--- src/rtl/panel_input_conditioner_pkg.sv ---
// Shared types for the front-panel input conditioner: channel map, idle levels and lockout states.
package panel_input_conditioner_pkg;

  localparam int NUM_KEYS = 10;
  // Channel order: keys [9:0], startn 10, stopn 11, clearn 12, door 13.
  localparam int NUM_CH = NUM_KEYS + 4;
  localparam logic [NUM_CH-1:0] CH_IDLE = {1'b0, 3'b111, {NUM_KEYS{1'b0}}};

  typedef logic [NUM_KEYS-1:0] key_t;

  typedef enum logic [1:0] {
    IDLE = 2'd0,
    ONE  = 2'd1,
    LOCK = 2'd2
  } lock_state_t;

  function automatic logic is_one_hot(input key_t k);
    return (k != '0) && ((k & (k - 1'b1)) == '0);
  endfunction

endpackage

--- src/rtl/panel_input_conditioner_debounce_cell.sv ---
// One input channel: synchroniser chain then a stable-level debouncer; no backpressure.
// A held change moves the level SYNC_STAGES + DEBOUNCE_CYCLES edges after first sampling.
module debounce_cell #(
  parameter int   DEBOUNCE_CYCLES = 4,
  parameter int   SYNC_STAGES     = 2,
  parameter logic IDLE_VALUE      = 1'b0
) (
  input  logic clock,
  input  logic resetn,
  input  logic raw,
  output logic level
);

  localparam int CW = $clog2(DEBOUNCE_CYCLES);
  localparam logic [CW-1:0] CNT_MAX = CW'(DEBOUNCE_CYCLES - 1);

  logic [SYNC_STAGES-1:0] sync;
  logic [CW-1:0]          cnt;

  always_ff @(posedge clock or negedge resetn) begin
    if (!resetn) begin
      sync  <= {SYNC_STAGES{IDLE_VALUE}};
      level <= IDLE_VALUE;
      cnt   <= '0;
    end else begin
      sync <= {sync[SYNC_STAGES-2:0], raw};
      // Any sample agreeing with the stable level restarts the count.
      if (sync[SYNC_STAGES-1] == level) begin
        cnt <= '0;
      end else if (cnt == CNT_MAX) begin
        level <= ~level;
        cnt   <= '0;
      end else begin
        cnt <= cnt + 1'b1;
      end
    end
  end

endmodule

--- src/rtl/panel_input_conditioner.sv ---
// Debounces keypad/buttons/door, enforces single-key lockout and stop/clear over start.
// Latency SYNC_STAGES + DEBOUNCE_CYCLES + 1 edges; pure level path, no backpressure.
module panel_input_conditioner
  import panel_input_conditioner_pkg::*;
#(
  parameter int DEBOUNCE_CYCLES = 4,
  parameter int SYNC_STAGES     = 2
) (
  input  logic                clock,
  input  logic                resetn,
  input  logic [NUM_KEYS-1:0] raw_keypad,
  input  logic                raw_startn,
  input  logic                raw_stopn,
  input  logic                raw_clearn,
  input  logic                raw_door_closed,
  output logic [NUM_KEYS-1:0] keypad,
  output logic                startn,
  output logic                stopn,
  output logic                clearn,
  output logic                door_closed,
  output logic                multi_key
);

  logic [NUM_CH-1:0] raw_all;
  logic [NUM_CH-1:0] db_all;
  key_t              k;
  lock_state_t       state;

  assign raw_all = {raw_door_closed, raw_clearn, raw_stopn, raw_startn, raw_keypad};
  assign k       = db_all[NUM_KEYS-1:0];

  for (genvar i = 0; i < NUM_CH; i++) begin : g_ch
    debounce_cell #(
      .DEBOUNCE_CYCLES(DEBOUNCE_CYCLES),
      .SYNC_STAGES    (SYNC_STAGES),
      .IDLE_VALUE     (CH_IDLE[i])
    ) u_cell (
      .clock (clock),
      .resetn(resetn),
      .raw   (raw_all[i]),
      .level (db_all[i])
    );
  end

  always_ff @(posedge clock or negedge resetn) begin
    if (!resetn) begin
      startn      <= 1'b1;
      stopn       <= 1'b1;
      clearn      <= 1'b1;
      door_closed <= 1'b0;
    end else begin
      stopn       <= db_all[NUM_KEYS+1];
      clearn      <= db_all[NUM_KEYS+2];
      startn      <= db_all[NUM_KEYS] | ~db_all[NUM_KEYS+1] | ~db_all[NUM_KEYS+2];
      door_closed <= db_all[NUM_KEYS+3];
    end
  end

  always_ff @(posedge clock or negedge resetn) begin
    if (!resetn) begin
      state     <= IDLE;
      keypad    <= '0;
      multi_key <= 1'b0;
    end else begin
      case (state)
        IDLE: begin
          if (is_one_hot(k)) begin
            state  <= ONE;
            keypad <= k;
          end else if (k != '0) begin
            state     <= LOCK;
            multi_key <= 1'b1;
          end
        end
        ONE: begin
          if (k == '0) begin
            state  <= IDLE;
            keypad <= '0;
          end else if (k != keypad) begin
            state     <= LOCK;
            keypad    <= '0;
            multi_key <= 1'b1;
          end
        end
        LOCK: begin
          // Only a full release clears the lockout; a lone leftover key does not.
          keypad <= '0;
          if (k == '0) begin
            state     <= IDLE;
            multi_key <= 1'b0;
          end
        end
        default: begin
          state     <= IDLE;
          keypad    <= '0;
          multi_key <= 1'b0;
        end
      endcase
    end
  end

endmodule

--- config.mk ---
export PLATFORM = sky130hd
export DESIGN_NAME = panel_input_conditioner
export DESIGN_NICKNAME = d
export VERILOG_FILES = /design/src/rtl/panel_input_conditioner_pkg.sv /design/src/rtl/panel_input_conditioner_debounce_cell.sv /design/src/rtl/panel_input_conditioner.sv
export SDC_FILE = /design/constraint.sdc
export NUM_CORES = 1
export LEC_CHECK = 0
export CORE_MARGIN = 2
export CORE_UTILIZATION = 60
export CTS_CLUSTER_SIZE = 16
export DETAILED_ROUTE_END_ITERATION = 6
export GPL_ROUTABILITY_DRIVEN = 0
export PLACE_DENSITY = 0.83
export SLEW_MARGIN = 20
export SYNTH_ARGS = -nofsm -noshare
export SYNTH_HDL_FRONTEND = slang
export SYNTH_HIERARCHICAL = 1
export SYNTH_SLANG_ARGS = --single-unit
--- constraint.sdc ---
create_clock -name clock -period 4.58 [get_ports clock]
set_input_delay 0.687 -clock clock [delete_from_list [all_inputs] [get_ports clock]]
set_output_delay 0.687 -clock clock [all_outputs]
set_load 0.02 [all_outputs]
==> results of run 1 <==
## kinds of logic after synthesis
logic type	Yosys count	synth area share, %
flip-flops	87	66.4
AND/OR/NAND/NOR	51	11.4
XOR/XNOR	26	6.90
AO/OA/AOI/OAI	20	5.12
multiplexers	14	4.77
adder cells (fa/ha/maj)	14	5.31
buffers and inverters	1	0.114
## flip-flops by register name, indices dropped and copies added (netlist names), 2 cells and up
signal / cells
state: 2
g_ch.u_cell/level: 14
g_ch.u_cell/sync: 28
keypad: 10
g_ch.u_cell/cnt: 28
## Yosys cell counts (all sizes together)
master	instances
a211oi	1
a22o	10
dfrtp	75
ha	14
xor2	10
nand3b	1
nor3b	2
nand3	1
buf	1
o311ai	1
nor2	4
nand4	1
mux2	14
nand2	3
a21oi	1
nor2b	15
or3	1
dfstp	12
or2	1
a222oi	1
o21ai	3
and3	1
o31ai	1
xnor2	16
nand2b	2
nor4	3
o2111ai	1
a21bo	1
nor3	16
## final cells by class
class | instances | area, sq um
Sequential cell | 87 | 2190
Tap cell | 72 | 90.1
Multi-Input combinational cell | 125 | 1110
Clock inverter | 3 | 42.5
Fill cell | 359 | 1510
Clock buffer | 13 | 159
Timing Repair Buffer | 30 | 302
## through the flow
step                      util, %  cell area (sq um)  setup WS (ns)  std cells
final                        72.0               3890           2.36        330
after global routing         72.0               3890           2.15        330
after CTS                    71.9               3890           2.37        330
after detailed placement     68.2               3690           2.41        314
after global placement       68.2               3690           2.46        314
after floorplan                 -               3300           2.71        213
## worst max-delay path: cells and delay by family, from the launching register on
family	cells	cell delay (ns)
DFF	1	0.49
and+or+nand+nor	3	1.13
AOI/OAI and AO/OA	3	0.53
## final timing paths
path	cells past startpoint	to	start	slack (ns)
worst max-delay path	6	keypad[5]$_DFFE_PN0P_	g_ch[6].u_cell/level$_DFFE_PN0P_	2.36
worst min-delay path	0	g_ch[6].u_cell/sync[1]$_DFF_PN0_	g_ch[6].u_cell/sync[0]$_DFF_PN0_	0.35
worst max register to register	6	keypad[5]$_DFFE_PN0P_	g_ch[6].u_cell/level$_DFFE_PN0P_	2.36
max in group asynchronous	1	state[0]$_DFFE_PN0P_	resetn	3.71
worst min register to register	0	g_ch[6].u_cell/sync[1]$_DFF_PN0_	g_ch[6].u_cell/sync[0]$_DFF_PN0_	0.35
min in group asynchronous	1	g_ch[4].u_cell/cnt[0]$_DFF_PN0_	resetn	0.37
## power by group through the flow
stage / clock network, mW / logic (mW) / registers (mW)
3_5_place_dp: 0 / 0.568 / 1.20
4_1_cts: 0.547 / 0.570 / 1.18
5_1_grt: 0.578 / 0.629 / 1.21
6_report: 0.529 / 0.560 / 1.18
3_3_place_gp: 0 / 0.533 / 1.18
2_1_floorplan: 0 / 0.400 / 1.17
## routing by layer
metal	up-vias	track usage [%]	part of all wire [%]
met1	883	23.5	45
met3	12	6.32	4.0
met2	33	26.6	48
li1	827	-	-
met4	0	9.12	3.1
met5	-	0	0
==> impl_results.md, run 1 <==
* RSZ-0062 raised after global routing: false
* DIE AREA at 0.00611 sq mm
* Port-buffer cells at 30
* Antenna Cells at 0
* Core area at 0.00541 sq mm
* Resized cells post-CTS at 0
* DR pass1 iterations at 4
* Io pins at 31
* NetSw at 688 uW
* Post-CTS setup repair buffer count at 0
* Sequential fraction of the synthesis area at 66.4%
* Mapped Avg Cell Area at 15.5 sq um
* Flops & latches, synth at 87
* Pins over their slew limit at 0
* Data arrival time of the worst path at 2.51 ns
* Die Wd at 78.2 um
* Layout cells sized above 1 at 24.0%
* Drt initial violations at 102
* Die span in y at 78.2 um
* Vias at 1755
* CTS H-Tree Depth at 3
* Endpoint class of the critical path: flip-flop
* Setup Viol. Count Final at 0
* Largest net degree at the start of global routing at 88
* Fin. Hold Viols at 0
* Syn Std Cell Area at 0.00330 sq mm
* Syn_nets at 243
* Worst path max stage delay at 0.49 ns
* Later-pin clock latency in the skew report at 0.35 ns
* Fin crit period at 2.22 ns
* Hold/Removal Path Class: flip-flop to flip-flop
* Clk_skew at 0.00550 ns
* Rows at 27
* Maxcap violations at 0
* # clock sinks at 87
* CP Data Required Time at 4.87 ns
* Worst Tran Pin Value at 0.721 ns
* Total wire length at 4740 um
* Setup CP Type: flip-flop to flip-flop
* Power Dens Cells at 584 mW/mm^2
* Clock transition at path regs at 0.08 ns
* Sum Neg Setup Slack at 0 ns
* Combinational share of power at 24.7%
* CTS Hold Bufs at 0
* Num CTS Buffers at 9
* Switching Share at 30.3%
* Vias per Instance at 5.32
* Slowest CP cell: dfrtp_1
* Status: finished clean
* Total power at 2.27 mW
* Root Driver: clkbuf_8
* Yosys top cell area share at 56.8%
* Vias in the first global route at 1757
* Most common cell after layout, fill and taps aside: dfrtp_1
* DRC at 0
* FMAX at 451 MHz
* Max FO, Critical Path at 10
* Clock Power Share at 23.3%
* Hold WS at 0.351 ns
* Max VDD drop at 0.356 mV
* Hpwl dp at 3260 um
* Int Power at 1.58 mW
* Slew margin rel. at 51.6%
* Synth top area cells: dfrtp_1 57%, dfstp_2 9.5%, ha_1 5.3%, mux2_2 4.8%, nor3_2 4.2%
* Routed length per placed instance at 14.3 um
* Cell count after synthesis at 213
* Total GRT Usage at 17.9%
* Seq pwr share at 52.0%
* Clock Path Buffers at 2
* Critical Path Source Type: flip-flop
* Cell taking the most area after synthesis: dfrtp_1
* Initial antenna violation count at 0
* Lkg Pwr at 1.71 nW
* Count of different cell masters after synthesis at 33
* Clock tree from TritonCTS: built
* Syn-to-layout area delta at 17.8%
* Initial Utilization at 61.1%
* Most frequent cells in the layout: 75 x dfrtp_1, 29 x clkdlybuf4s50_1, 16 x xnor2_1
* Total gr overflow at 0
* Final Net Count at 283
* Crit-path cells: nor4_2 -> nor3b_2 -> a211oi_1 -> o21ai_2 -> nor3b_4 -> a22o_1
* Tcrit/Tclk final at 48.4%
* Synth Warn # at 6
* Post-DRT Antenna Nets at 0
* First-pass GRT wire length at 8090 um
Power figures use the tool's default switching activity.
==> inputs of run 2 (changes only) <==
CORE_UTILIZATION = 51   (was 60)
PLACE_DENSITY = 0.75   (was 0.83)
clock period = 1.81 ns   (was 4.58 ns; I/O delays follow)
==> impl_results.md, run 2 (synthesized netlist as in run 1, its figures left out) <==
* Post-Layout Cell Count at 371 (+12%)
* Fin. Hold Viols at 0 (unchanged)
* Total wire length at 5050 um (+6.6%)
* Pre-CTS setup slack at -0.154 ns (-2.57 ns)
* Max FO, Critical Path at 6 (-4)
* Hold path depth at 1 (+1)
* Slew margin rel. at 76.7% (+25 points)
* DR pass1 iterations at 4 (unchanged)
* Largest net degree at the start of global routing at 31 (-65%)
* Initial Utilization at 52.3% (-8.8 points)
* Worst Slack Setup Final at -0.103 ns (-2.47 ns)
* Most frequent cells in the layout: 73 x dfrtp_1, 30 x buf_4, 29 x clkdlybuf4s50_1
* Min-delay src: raw_clearn
* Pins over their slew limit at 0 (unchanged)
* Largest regs: g_ch.u_cell/cnt (28), g_ch.u_cell/sync (28), g_ch.u_cell/level (14)
* FF+latch area at 0.00219 sq mm (+0.11%)
* Total gr overflow at 0 (unchanged)
* Fillers at 472 (+31%)
* Fin crit period at 1.91 ns (-0.302 ns)
* Placed Cells at 351 (+12%)
* Antenna Cells at 0 (unchanged)
* Endpoint class of the critical path: flip-flop
* Post-DRT Antenna Nets at 0 (unchanged)
* Status: finished with violations
* Routed length per placed instance at 13.6 um (-5.2%)
* Clock transition at path regs at 0.09 ns (about the same)
* Later-pin clock latency in the skew report at 0.34 ns (about the same)
* Power Dens Cells at 1410 mW/mm^2 (+140%)
* Maxcap violations at 0 (unchanged)
* Hold/Removal Path Class: input pin to flip-flop
* Lkg Pwr at 1.89 nW (+11%)
* Most common cell after layout, fill and taps aside: dfrtp_1
* First-pass GRT wire length at 8690 um (+7.3%)
* Multi-input logic area at 0.00114 sq mm (+3.3%)
* Layout cells sized above 1 at 36.1% (+12 points)
* Clock tree from TritonCTS: built
* FF-to-FF setup slack at -0.10 ns (-2.47 ns)
* RSZ-0062 raised after global routing: true
* CP Data Required Time at 2.05 ns (-2.82 ns)
* FMAX at 523 MHz (+16%)
* Sum Neg Setup Slack at -0.846 ns (-0.846 ns)
* Initial antenna violation count at 0 (unchanged)
* Hpwl dp at 3580 um (+10%)
* Failing checks: negative setup slack
* Die Wd at 84.5 um (+8.0%)
* Port-buffer cells at 30 (unchanged)
* Reg2Reg Depth at 8 (+2)
* Total GRT Usage at 15.7% (-2.2 points)
* Vias in the first global route at 1937 (+10%)
* Data arrival time of the worst path at 2.15 ns (-0.36 ns)
* Io pins at 31 (unchanged)
* Drt initial violations at 73 (-28%)
* Vias per Instance at 5.07 (-4.6%)
* Clk_skew at 0.00830 ns (+0.00280 ns)
* DRC at 0 (unchanged)
* Total power at 5.96 mW (+160%)
* R2R Path Start: g_ch[7].u_cell/level$_DFFE_PN0P_
* Core area at 0.00631 sq mm (+17%)
* Vias at 1882 (+7.2%)
* Worst Tran Pin Value at 0.349 ns (-0.372 ns)
* Tcrit/Tclk final at 106% (+57 points)
* Die span in y at 84.5 um (+8.0%)
* Syn-to-layout area delta at 27.7%
* DIE AREA at 0.00713 sq mm (+17%)
* Setup CP Type: flip-flop to flip-flop
* CTS H-Tree Depth at 3 (unchanged)
* Root Driver: clkbuf_8
* Max VDD drop at 0.859 mV (+140%)
* Clock Path Buffers at 2 (unchanged)
* Num CTS Buffers at 9 (unchanged)
* # clock sinks at 87 (unchanged)
* Final Net Count at 319 (+13%)
* Rows at 29 (+7.4%)
* Setup Viol. Count Final at 10 (+10)
* FF-to-FF End: keypad[7]$_DFFE_PN0P_
* Critical Path Source Type: flip-flop
* Worst Hold Path EP: g_ch[12].u_cell/sync[0]$_DFF_PN1_
[run 2: cell type report]
| class | count | area share, % |
|---|---|---|
| clock inverter | 6 | 1.04 |
| timing repair buffer | 66 | 14.3 |
| multi-input combinational | 125 | 27.1 |
| tap | 77 | 2.28 |
| sequential | 87 | 52.0 |
| clock buffer | 10 | 3.26 |
[run 2: stage by stage]
| step | instance area (sq um) | utilization (%) | hold slack, ns |
|---|---|---|---|
| floorplan | 3310 | - | -0.0241 |
| global placement | 3960 | 62.6 | 0.173 |
| detailed placement | 3960 | 62.6 | 0.177 |
| CTS | 4220 | 66.8 | 0.312 |
| global route | 4220 | 66.8 | 0.303 |
| finish | 4220 | 66.8 | 0.330 |
[run 2: routing by layer]
layer  part of all wire [%]  GRT usage (%)
met1                     48           21.4
met2                     48           24.0
met3                    3.0           3.74
met4                    1.5           7.65
met5                      0              0
[run 2: worst max path at each step]
stage                                                 from               endpoint  slack, ns  depth (start not counted)
after CTS                 g_ch[7].u_cell/level$_DFFE_PN0P_  keypad[7]$_DFFE_PN0P_      -0.09                          8
after detailed placement  g_ch[7].u_cell/level$_DFFE_PN0P_  keypad[7]$_DFFE_PN0P_      -0.15                          7
after global placement    g_ch[7].u_cell/level$_DFFE_PN0P_  keypad[4]$_DFFE_PN0P_      -0.08                          7
after floorplan           g_ch[7].u_cell/level$_DFFE_PN0P_  keypad[0]$_DFFE_PN0P_      -0.02                          6
final                     g_ch[7].u_cell/level$_DFFE_PN0P_  keypad[7]$_DFFE_PN0P_      -0.10                          8
after global routing      g_ch[7].u_cell/level$_DFFE_PN0P_  keypad[2]$_DFFE_PN0P_      -0.22                          8
[run 2: where the power goes]
group	leakage, nW	internal [mW]	switching [mW]
Clock	0.0892	0.541	0.672
Sequential	1.06	2.50	0.340
Combinational	0.748	1.06	0.853
[run 2: worst max-delay path, cell delays in order (launching register included)]
cell	delay (ns)
dfrtp_1	0.40
buf_6	0.13
nor4_4	0.27
nor3b_2	0.24
a211oi_2	0.06
o21ai_2	0.21
o31ai_2	0.09
buf_4	0.17
a22o_1	0.23
[run 2: what timing repair did]
item                       CTS  global route
resized for setup           10             2
hold buffers                 1             0
setup buffers                4             1
hold endpoints to repair    18             0
pin swaps                    6             3
setup endpoints to repair   10            13
==> RTL change, RTL diff (flow settings as in run 1) <==
Set the package constant `NUM_KEYS` to 20 (it was 10).
--- a/src/rtl/panel_input_conditioner_pkg.sv
+++ b/src/rtl/panel_input_conditioner_pkg.sv
@@ -3,3 +3,3 @@
 
-  localparam int NUM_KEYS = 10;
+  localparam int NUM_KEYS = 20;
   // Channel order: keys [9:0], startn 10, stopn 11, clearn 12, door 13.
Ports: changed (resized keypad and raw_keypad); port bits go from 31 to 51. The function was not compared with the original's and may differ.
==> RTL change against run 1 <==
Sequential cell count increased by 60. Wire length increased by 150%. Synthesized cell count increased by 120%. Sequential share of layout area decreased by 6.2 points. Power increased by 91%. Synthesized area increased by 85%. Design area increased by 89%. Worst setup slack got worse by 1.1 ns. First-iteration DRC count increased to 2.5 times the old value. Critical endpoint is now keypad[9]$_DFFE_PN0P_.
==> RTL change: results (changes against run 1) <==
Wirelength per Cell -> 17.5 µm (+22%)
Int Pwr -> 0.00298 W (+88%)
Synth cell types -> 40 (+21%)
Max FO, Critical Path -> 22 (+12)
Register-to-register setup slack -> 1.23 ns (-1.14 ns)
Number of port buffers -> 50 (+67%)
GRT Total Usage -> 23.2% (+5.3 points)
Worst min path class -> in2async
H-tree depth -> 4 (+1)
Worst reg2reg path startpoint -> g_ch[2].u_cell/level$_DFFE_PN0P_
Clock latency on the worst-skew pair -> 0.54 ns (+0.19 ns)
WP data arrival -> 3.83 ns (+1.32 ns)
Num CTS Buffers -> 17 (+8)
Fillers -> 639 (+78%)
Synth top cells by count -> 135 x dfrtp_1, 27 x nand2_1, 26 x nor2_1
Startpoint Class -> register
Via/cell ratio -> 5.77 (+8.5%)
Async SR Flop Fraction -> 100% (unchanged)
DP Worst Slack -> 1.30 ns (-1.12 ns)
CTS Buffer Depth -> 2 (unchanged)
Final Skew -> 0.0100 ns (+0.00452 ns)
Largest net degree at the start of global routing -> 120 (+36%)
Clock-pin slew on the worst setup and hold paths -> 0.06 ns (-0.02 ns)
Layout cell share with drive strength beyond 1 -> 20.1% (-4.0 points)
Slew margin rel. -> 27.4% (-24 points)
Worst-case reg-to-reg path depth -> 8 (+2)
VDD IR max -> 0.000379 V (+6.3%)
Post-synthesis sequential area ratio -> 60.3% (-6.1 points)
Root Driver -> clkbuf_8
Run status -> completed
First-pass GRT wire length -> 19.8 mm (+140%)
Synthesized net count -> 513 (+110%)
Post-CTS Setup Inserts -> 0 (unchanged)
Worst setup path end -> keypad[9]$_DFFE_PN0P_
Drt first pass iters -> 4 (unchanged)
Leak Pwr -> 3.46 nW (+100%)
N_diodes -> 0 (unchanged)
Initial DRC Count -> 257 (+150%)
Final net count -> 575 (+100%)
Largest registers -> g_ch.u_cell/cnt (48), g_ch.u_cell/sync (48), g_ch.u_cell/level (24)
Synth area leaders -> dfrtp_1 55%, dfstp_2 5.1%, ha_1 4.9%
Post-CTS resize count -> 0 (unchanged)
Fin crit share -> 73.2% (+25 points)
Vias in the first global route -> 4,114 (+130%)
Initial antenna violation count -> 0 (unchanged)
HPWL after DPL -> 7.70 mm (+140%)
[RTL change: changes by cell type after synthesis, moves of 9 or more]
cell / change
a21oi_1: +21
dfrtp_1: +60
ha_1: +10
nor3_2: +10
nor2_1: +22
nor2b_1: +9
a22o_1: +10
xor2_1: +10
mux2_2: +10
clkbuf_1: +11
a211o_1: +20
nand2_1: +24
[RTL change: cell families (layout without fill, tap and decap cells)]
logic type	Yosys count	in the layout	share of synthesized area, %
AO/OA/AOI/OAI	82	82	10.3
XOR/XNOR	44	44	6.29
adder cells (fa/ha/maj)	24	24	4.90
buffers and inverters	17	92	1.31
flip-flops	147	147	60.3
multiplexers	24	24	4.41
AND/OR/NAND/NOR	125	125	12.4
[RTL change: per-layer routing]
| layer | up-vias | track usage, % | part of all wire (%) |
|---|---|---|---|
| li1 | 1784 | - | - |
| met1 | 1939 | 29.0 | 41 |
| met2 | 122 | 36.7 | 50 |
| met3 | 26 | 7.80 | 6.1 |
| met4 | 0 | 10.9 | 2.6 |
| met5 | - | 0 | 0 |
[RTL change: area by class of cell]
cell class,instances,area share (%)
tap,133,2.26
clock buffer,21,6.23
inverter,3,0.153
timing repair buffer,57,7.60
sequential,147,50.1
clock inverter,11,1.70
multi-input combinational,299,32.0
[RTL change: power groups by stage]
stage	clock [W]	sequential [W]	combinational, W
after global placement	0	0.00198	0.000930
after CTS	0.00138	0.00200	0.00101
after global routing	0.00144	0.00205	0.00111
final	0.00135	0.00200	0.00100
after detailed placement	0	0.00201	0.000992
after floorplan	0	0.00195	0.000709
[RTL change: worst max-delay path, stage by stage, from the launching register on]
cell and delay (ns):
dfrtp_1 0.48, nor4_2 0.63, nand4_2 0.31, a2111oi_1 0.44
a211oi_2 0.06, buf_4 0.25, a2111oi_4 0.73, buf_6 0.25
a211o_1 0.13
[RTL change: how the worst min path moves through the flow]
stage | start | depth (start not counted) | slack [ns] | end
floorplan | g_ch[0].u_cell/sync[0]$_DFF_PN0_ | 0 | 0.33 | g_ch[0].u_cell/sync[1]$_DFF_PN0_
global placement | g_ch[1].u_cell/sync[0]$_DFF_PN0_ | 0 | 0.33 | g_ch[1].u_cell/sync[1]$_DFF_PN0_
detailed placement | g_ch[12].u_cell/sync[0]$_DFF_PN0_ | 0 | 0.34 | g_ch[12].u_cell/sync[1]$_DFF_PN0_
CTS | resetn | 1 | 0.34 | g_ch[18].u_cell/level$_DFFE_PN0P_
global route | resetn | 1 | 0.34 | g_ch[16].u_cell/sync[0]$_DFF_PN0_
finish | resetn | 1 | 0.28 | g_ch[18].u_cell/cnt[1]$_DFF_PN0_
[RTL change: metrics by stage]
step                area [µm²]  cells
global route              7370    671
CTS                       7370    671
detailed placement        6790    639
global placement          6780    638
floorplan                 6120    463
finish                    7370    671
